### src/rtl/input_conditioner.sv
// input_conditioner: synchronise and debounce raw buttons and switches for the calculator datapath
//   clk        : system clock, rising edge
//   clr        : asynchronous active-low reset
//   btn_raw    : raw bouncing push buttons
//   sw_raw     : raw bouncing slide switches
//   btn_level  : debounced button level
//   btn_pulse  : one-cycle strobe per accepted press
//   sw_stable  : debounced switch word
//   sw_changed : one-cycle strobe when sw_stable updates
module input_conditioner #(
    parameter int N_BTN     = 2,
    parameter int SW_W      = 4,
    parameter int DB_CYCLES = 500000,
    parameter int CNT_W     = 20
) (
    input  logic             clk,
    input  logic             clr,
    input  logic [N_BTN-1:0] btn_raw,
    input  logic [SW_W-1:0]  sw_raw,
    output logic [N_BTN-1:0] btn_level,
    output logic [N_BTN-1:0] btn_pulse,
    output logic [SW_W-1:0]  sw_stable,
    output logic             sw_changed
);
    localparam logic [CNT_W-1:0] LAST = CNT_W'(DB_CYCLES - 1);

    typedef enum logic [1:0] {IDLE, PRESS_WAIT, HELD, RELEASE_WAIT} bstate_t;

    logic [N_BTN-1:0] b1, bs;
    logic [SW_W-1:0]  w1, ws, cand;
    logic [CNT_W-1:0] scnt;

    always_ff @(posedge clk or negedge clr) begin
        if (!clr) begin
            b1 <= '0;
            bs <= '0;
            w1 <= '0;
            ws <= '0;
        end else begin
            b1 <= btn_raw;
            bs <= b1;
            w1 <= sw_raw;
            ws <= w1;
        end
    end

    genvar i;
    generate
        for (i = 0; i < N_BTN; i++) begin : g_btn
            bstate_t          st, nst;
            logic [CNT_W-1:0] cnt, ncnt;
            logic             pulse, npulse;
            always_comb begin
                nst    = st;
                ncnt   = cnt;
                npulse = 1'b0;
                case (st)
                    IDLE: if (bs[i]) begin
                        nst  = PRESS_WAIT;
                        ncnt = '0;
                    end
                    PRESS_WAIT: if (!bs[i]) nst = IDLE;
                    else if (cnt == LAST) begin
                        nst    = HELD;
                        npulse = 1'b1;
                    end else ncnt = cnt + 1'b1;
                    HELD: if (!bs[i]) begin
                        nst  = RELEASE_WAIT;
                        ncnt = '0;
                    end
                    RELEASE_WAIT: if (bs[i]) nst = HELD;
                    else if (cnt == LAST) nst = IDLE;
                    else ncnt = cnt + 1'b1;
                    default: nst = IDLE;
                endcase
            end
            always_ff @(posedge clk or negedge clr) begin
                if (!clr) begin
                    st    <= IDLE;
                    cnt   <= '0;
                    pulse <= 1'b0;
                end else begin
                    st    <= nst;
                    cnt   <= ncnt;
                    pulse <= npulse;
                end
            end
            assign btn_level[i] = (st == HELD) || (st == RELEASE_WAIT);
            assign btn_pulse[i] = pulse;
        end
    endgenerate

    // One counter covers the whole word: any bit change restarts it, and it
    // saturates at LAST so a settled word that already matches stays quiet.
    always_ff @(posedge clk or negedge clr) begin
        if (!clr) begin
            cand       <= '0;
            scnt       <= '0;
            sw_stable  <= '0;
            sw_changed <= 1'b0;
        end else begin
            sw_changed <= 1'b0;
            if (ws != cand) begin
                cand <= ws;
                scnt <= '0;
            end else begin
                scnt <= (scnt == LAST) ? scnt : scnt + 1'b1;
                if (scnt == LAST && cand != sw_stable) begin
                    sw_stable  <= cand;
                    sw_changed <= 1'b1;
                end
            end
        end
    end
endmodule
### config.mk
export PLATFORM = sky130hd
export DESIGN_NAME = input_conditioner
export DESIGN_NICKNAME = d
export VERILOG_FILES = /design/src/rtl/input_conditioner.sv
export SDC_FILE = /design/constraint.sdc
export NUM_CORES = 1
export LEC_CHECK = 0
export ABC_AREA = 1
export CAP_MARGIN = 20
export CORE_ASPECT_RATIO = 0.75
export CORE_UTILIZATION = 55
export DETAILED_ROUTE_END_ITERATION = 7
export DONT_BUFFER_PORTS = 1
export MAX_ROUTING_LAYER = met4
export PLACE_DENSITY = 0.81
export RECOVER_POWER = 100
export SYNTH_ARGS = -nofsm -noshare
export SYNTH_HDL_FRONTEND = slang
export SYNTH_SLANG_ARGS = --single-unit
### constraint.sdc
create_clock -name clk -period 2 [get_ports clk]
set_clock_uncertainty 0.2 [all_clocks]
set_input_delay 0.3 -clock clk [delete_from_list [all_inputs] [get_ports clk]]
set_output_delay 0.3 -clock clk [all_outputs]
set_load 0.01 [all_outputs]
==> impl_metrics.csv <==
group,metric,value,unit
worst_setup_path,crit_chain,"ha_1 > nand2_1 > nor2_4 > nand3_1 > nor3_4 > clkbuf_2 > nand2_4 > nand3_1 > nand2_1",
finish,drive_gt1_share,8.66,%
synthesis,ys.flop_type,"dfrtp_1",
sta,relSlewSlack,76.7,%
sta,setup_ws,0.101,ns
sta,fin_crit_sh,94.9,%
finish,fin_nets,710,
route,drt_pass1_iterations,5,
route,initialDrtViolationCount,417,
worst_setup_path,crit_slowest_cell,"dfrtp_2",
synthesis,synth_top_area_cell,"dfrtp_1",
route,ant_nets,0,
synthesis,yosysSeqAreaShare,42.9,%
global_route,antenna_found_initial,0,
die,coreArea,8710,um^2
place,dp_hpwl,8170,um
status,violations,"hold timing",
die,initial_core_util,58.2,%
global_route,grt_most_used_layer,"met2",
worst_setup_path,arrival,1.94,ns
synthesis,synthArstFlopShare,100,%
die,ios,17,
worst_setup_path,required,2.04,ns
cts,numCtsBuffers,9,
cts,clockBufferDepth,2,
synthesis,synth_cell_types,41,
global_route,grt_pass1_vias,4091,
global_route,grtUsageTotal,26.8,%
power_and_ir_drop,power.density,663,nW/um^2
route,avgRoutedWirePerCell,14.2,um
sta,grt_setup_unrepaired,"false",
synthesis,synth_fp_nets,696,
sta,fmax,0.527,GHz
route,post-route-drc-count,0,
global_route,gr-total-overflow,0,
synthesis,synthCells,685,
synthesis,synth_top_area_share,42.9,%
worst_setup_path,cp-end-kind,"register",
synthesis,postSynthAreaPerCell,7.40,um^2
die,dieArea,9610,um^2
global_route,grt_use_met1,37.1,%
finish,area_growth,8.71,%
place,pre_cts_slack,0.0217,ns
worst_setup_path,r2r-start,"scnt[0]$_DFFE_PN0P_",
sta,final_max_slew_viol_count,0,
cts,clk_latency,0.35,ns
cts,clkTransAtPathRegs,0.07,ns
cts,htree_levels,3,
place,postPlaceCellArea,5170,um^2
worst_setup_path,cpPeakStageDelay,0.41,ns
global_route,grt_max_degree,88,
cts,ctsHoldBuffers,6,
power_and_ir_drop,peakVddDrop,0.679,mV
synthesis,yosys_warnings,0,
route,avgViaCountPerCell,5.54,
min_path,hp-class,"in -> async",
cts,clock-sinks,87,
status,outcome,"complete, but fails checks",
worst_setup_path,crit_start,"scnt[0]$_DFFE_PN0P_",
global_route,grt.met3_usage,7.21,%
job,maxCapViolations,0,
die,die_h,85.2,um
die,die_w,113,um
global_route,grt_pass1_wl,19600,um
power_and_ir_drop,power.leakage,2.43,nW
worst_setup_path,cp_top_family,"simple AND/OR/NAND/NOR gates",
finish,fin_util,63.3,%
synthesis,synth-seq-cells,87,
sta,tightest_slew,0.349,ns
synthesis,ys_top_cells_by_area,"dfrtp_1 43%, nand2_1 15%, nor2_1 6.9%",
worst_setup_path,critPathKind,"reg -> reg",
sta,setup_tns,0,ns
route,vias,4496,
sta,hold_slack,-0.561,ns
place,io_buffers,0,
worst_setup_path,crit_buf_inv,1,
sta,setup_violations,0,
synthesis,synth_enable_flop_cells,0,
cts,cts_tree,"yes",
place,gp_congestion,0.974,
worst_setup_path,crit_fanout,5,
worst_setup_path,critPathLaunchType,"register",
synthesis,synth_area,5070,um^2
sta,layout_min_cycle_time,1.90,ns
finish,diodes,0,
finish,stdcell_area,5510,um^2
sta,hold_viol,87,
global_route,grtUsageMet2,39.2,%
die,rows,29,
route,drt_wl_total,11500,um
cts,root_buffer,"clkbuf_16",
==> metal layers <==
metal	up-vias	share of wire, %
li1	2226	-
met1	2099	48
met2	160	44
met3	11	7.4
met4	0	1.1
met5	-	0
==> final cells by class <==
| cell class | instances | area, um^2 |
|---|---|---|
| Tap cell | 108 | 135 |
| Inverter | 70 | 273 |
| Sequential cell | 87 | 2180 |
| Clock buffer | 9 | 225 |
| Fill cell | 748 | 3200 |
| Multi-Input combinational cell | 506 | 2430 |
| Clock inverter | 7 | 71.3 |
| Timing Repair Buffer | 25 | 201 |
==> cells in the mapped netlist, types with 2 or more instances <==
cell type,number
a21oi_1,5
and2_1,4
buf_1,2
buf_2,4
buf_4,3
buf_8,2
clkbuf_1,8
dfrtp_1,87
ha_1,3
inv_1,64
inv_2,3
inv_6,2
nand2_1,199
nand2_2,3
nand3_1,61
nand3_2,5
nand4_1,32
nor2_1,93
nor2_2,3
nor2_4,5
nor3_1,14
nor4_1,2
o21ai_0,30
o21ai_2,12
o21bai_1,2
xnor2_1,3
xor2_1,20
==> cells by family (layout without fill, tap and decap cells) <==
| kind of cell | Yosys count | count (layout) | synth area share, % |
|---|---|---|---|
| flip-flops | 87 | 87 | 42.9 |
| buffers and inverters | 92 | 111 | 8.29 |
| XOR/XNOR | 23 | 23 | 3.97 |
| AND/OR/NAND/NOR | 427 | 427 | 37.7 |
| AO/OA/AOI/OAI | 53 | 53 | 6.37 |
| adder cells (fa/ha/maj) | 3 | 3 | 0.740 |
==> final timing paths <==
check                                            to  slack, ns  cells past startpoint
max                             scnt[0]$_DFFE_PN0P_       0.10                      9
min                            scnt[15]$_DFFE_PN0P_      -0.56                      0
min in group clk                    bs[0]$_DFF_PN0_       0.15                      0
max in group asynchronous  g_btn[0].pulse$_DFF_PN0_       2.01                      0
min reg2reg                         bs[0]$_DFF_PN0_       0.15                      0
max reg2reg                     scnt[0]$_DFFE_PN0P_       0.10                      9
==> state kept, by name, summed over array words and instances, names as in the netlist, named ones only <==
| register | cells |
|---|---|
| g_btn.cnt | 40 |
| ws | 4 |
| sw_changed | 1 |
| scnt | 20 |
| sw_stable | 4 |
| bs | 2 |
| cand | 4 |
| g_btn.st | 2 |
| g_btn.pulse | 2 |
| w1 | 4 |
| b1 | 2 |
==> placed cells by master (no fill, tap or decap), drive strengths merged, types with 2 or more instances in the layout <==
| cell | n |
|---|---|
| nor4 | 2 |
| a21oi | 6 |
| o21ai | 43 |
| inv | 75 |
| xnor2 | 3 |
| o21bai | 2 |
| nand3 | 66 |
| or2 | 2 |
| clkbuf | 14 |
| clkinv | 2 |
| dlygate4sd3 | 6 |
| nand4 | 33 |
| and2 | 4 |
| dfrtp | 87 |
| nand2 | 203 |
| xor2 | 20 |
| nor3 | 15 |
| buf | 14 |
| ha | 3 |
| nor2 | 101 |
==> worst register-to-register path, delay by kind of cell, from the launching register on <==
family / cells / cell delay (ns)
adder cells (fa/ha/maj): 1 / 0.20
flip-flops: 1 / 0.41
buffers and inverters: 1 / 0.21
AND/OR/NAND/NOR: 7 / 0.77
==> power by group <==
part	internal, W	switching, W	total [W]
clock	0.000882	0.000801	0.00168
combinational	0.0000556	0.0000918	0.000147
sequential	0.00179	0.0000335	0.00183
==> repair_timing <==
item	in CTS	in global routing
setup buffers	0	6
endpoints found under the hold margin	93	87
resized for setup	0	1
endpoints found under the setup margin	0	24
==> through the flow <==
stage                     power, W  std cells
after floorplan            0.00196        685
after global placement     0.00199        784
after detailed placement   0.00199        784
after CTS                  0.00368        806
after global routing       0.00377        812
final                      0.00366        812
No activity file was read; power rests on OpenSTA's default activity.
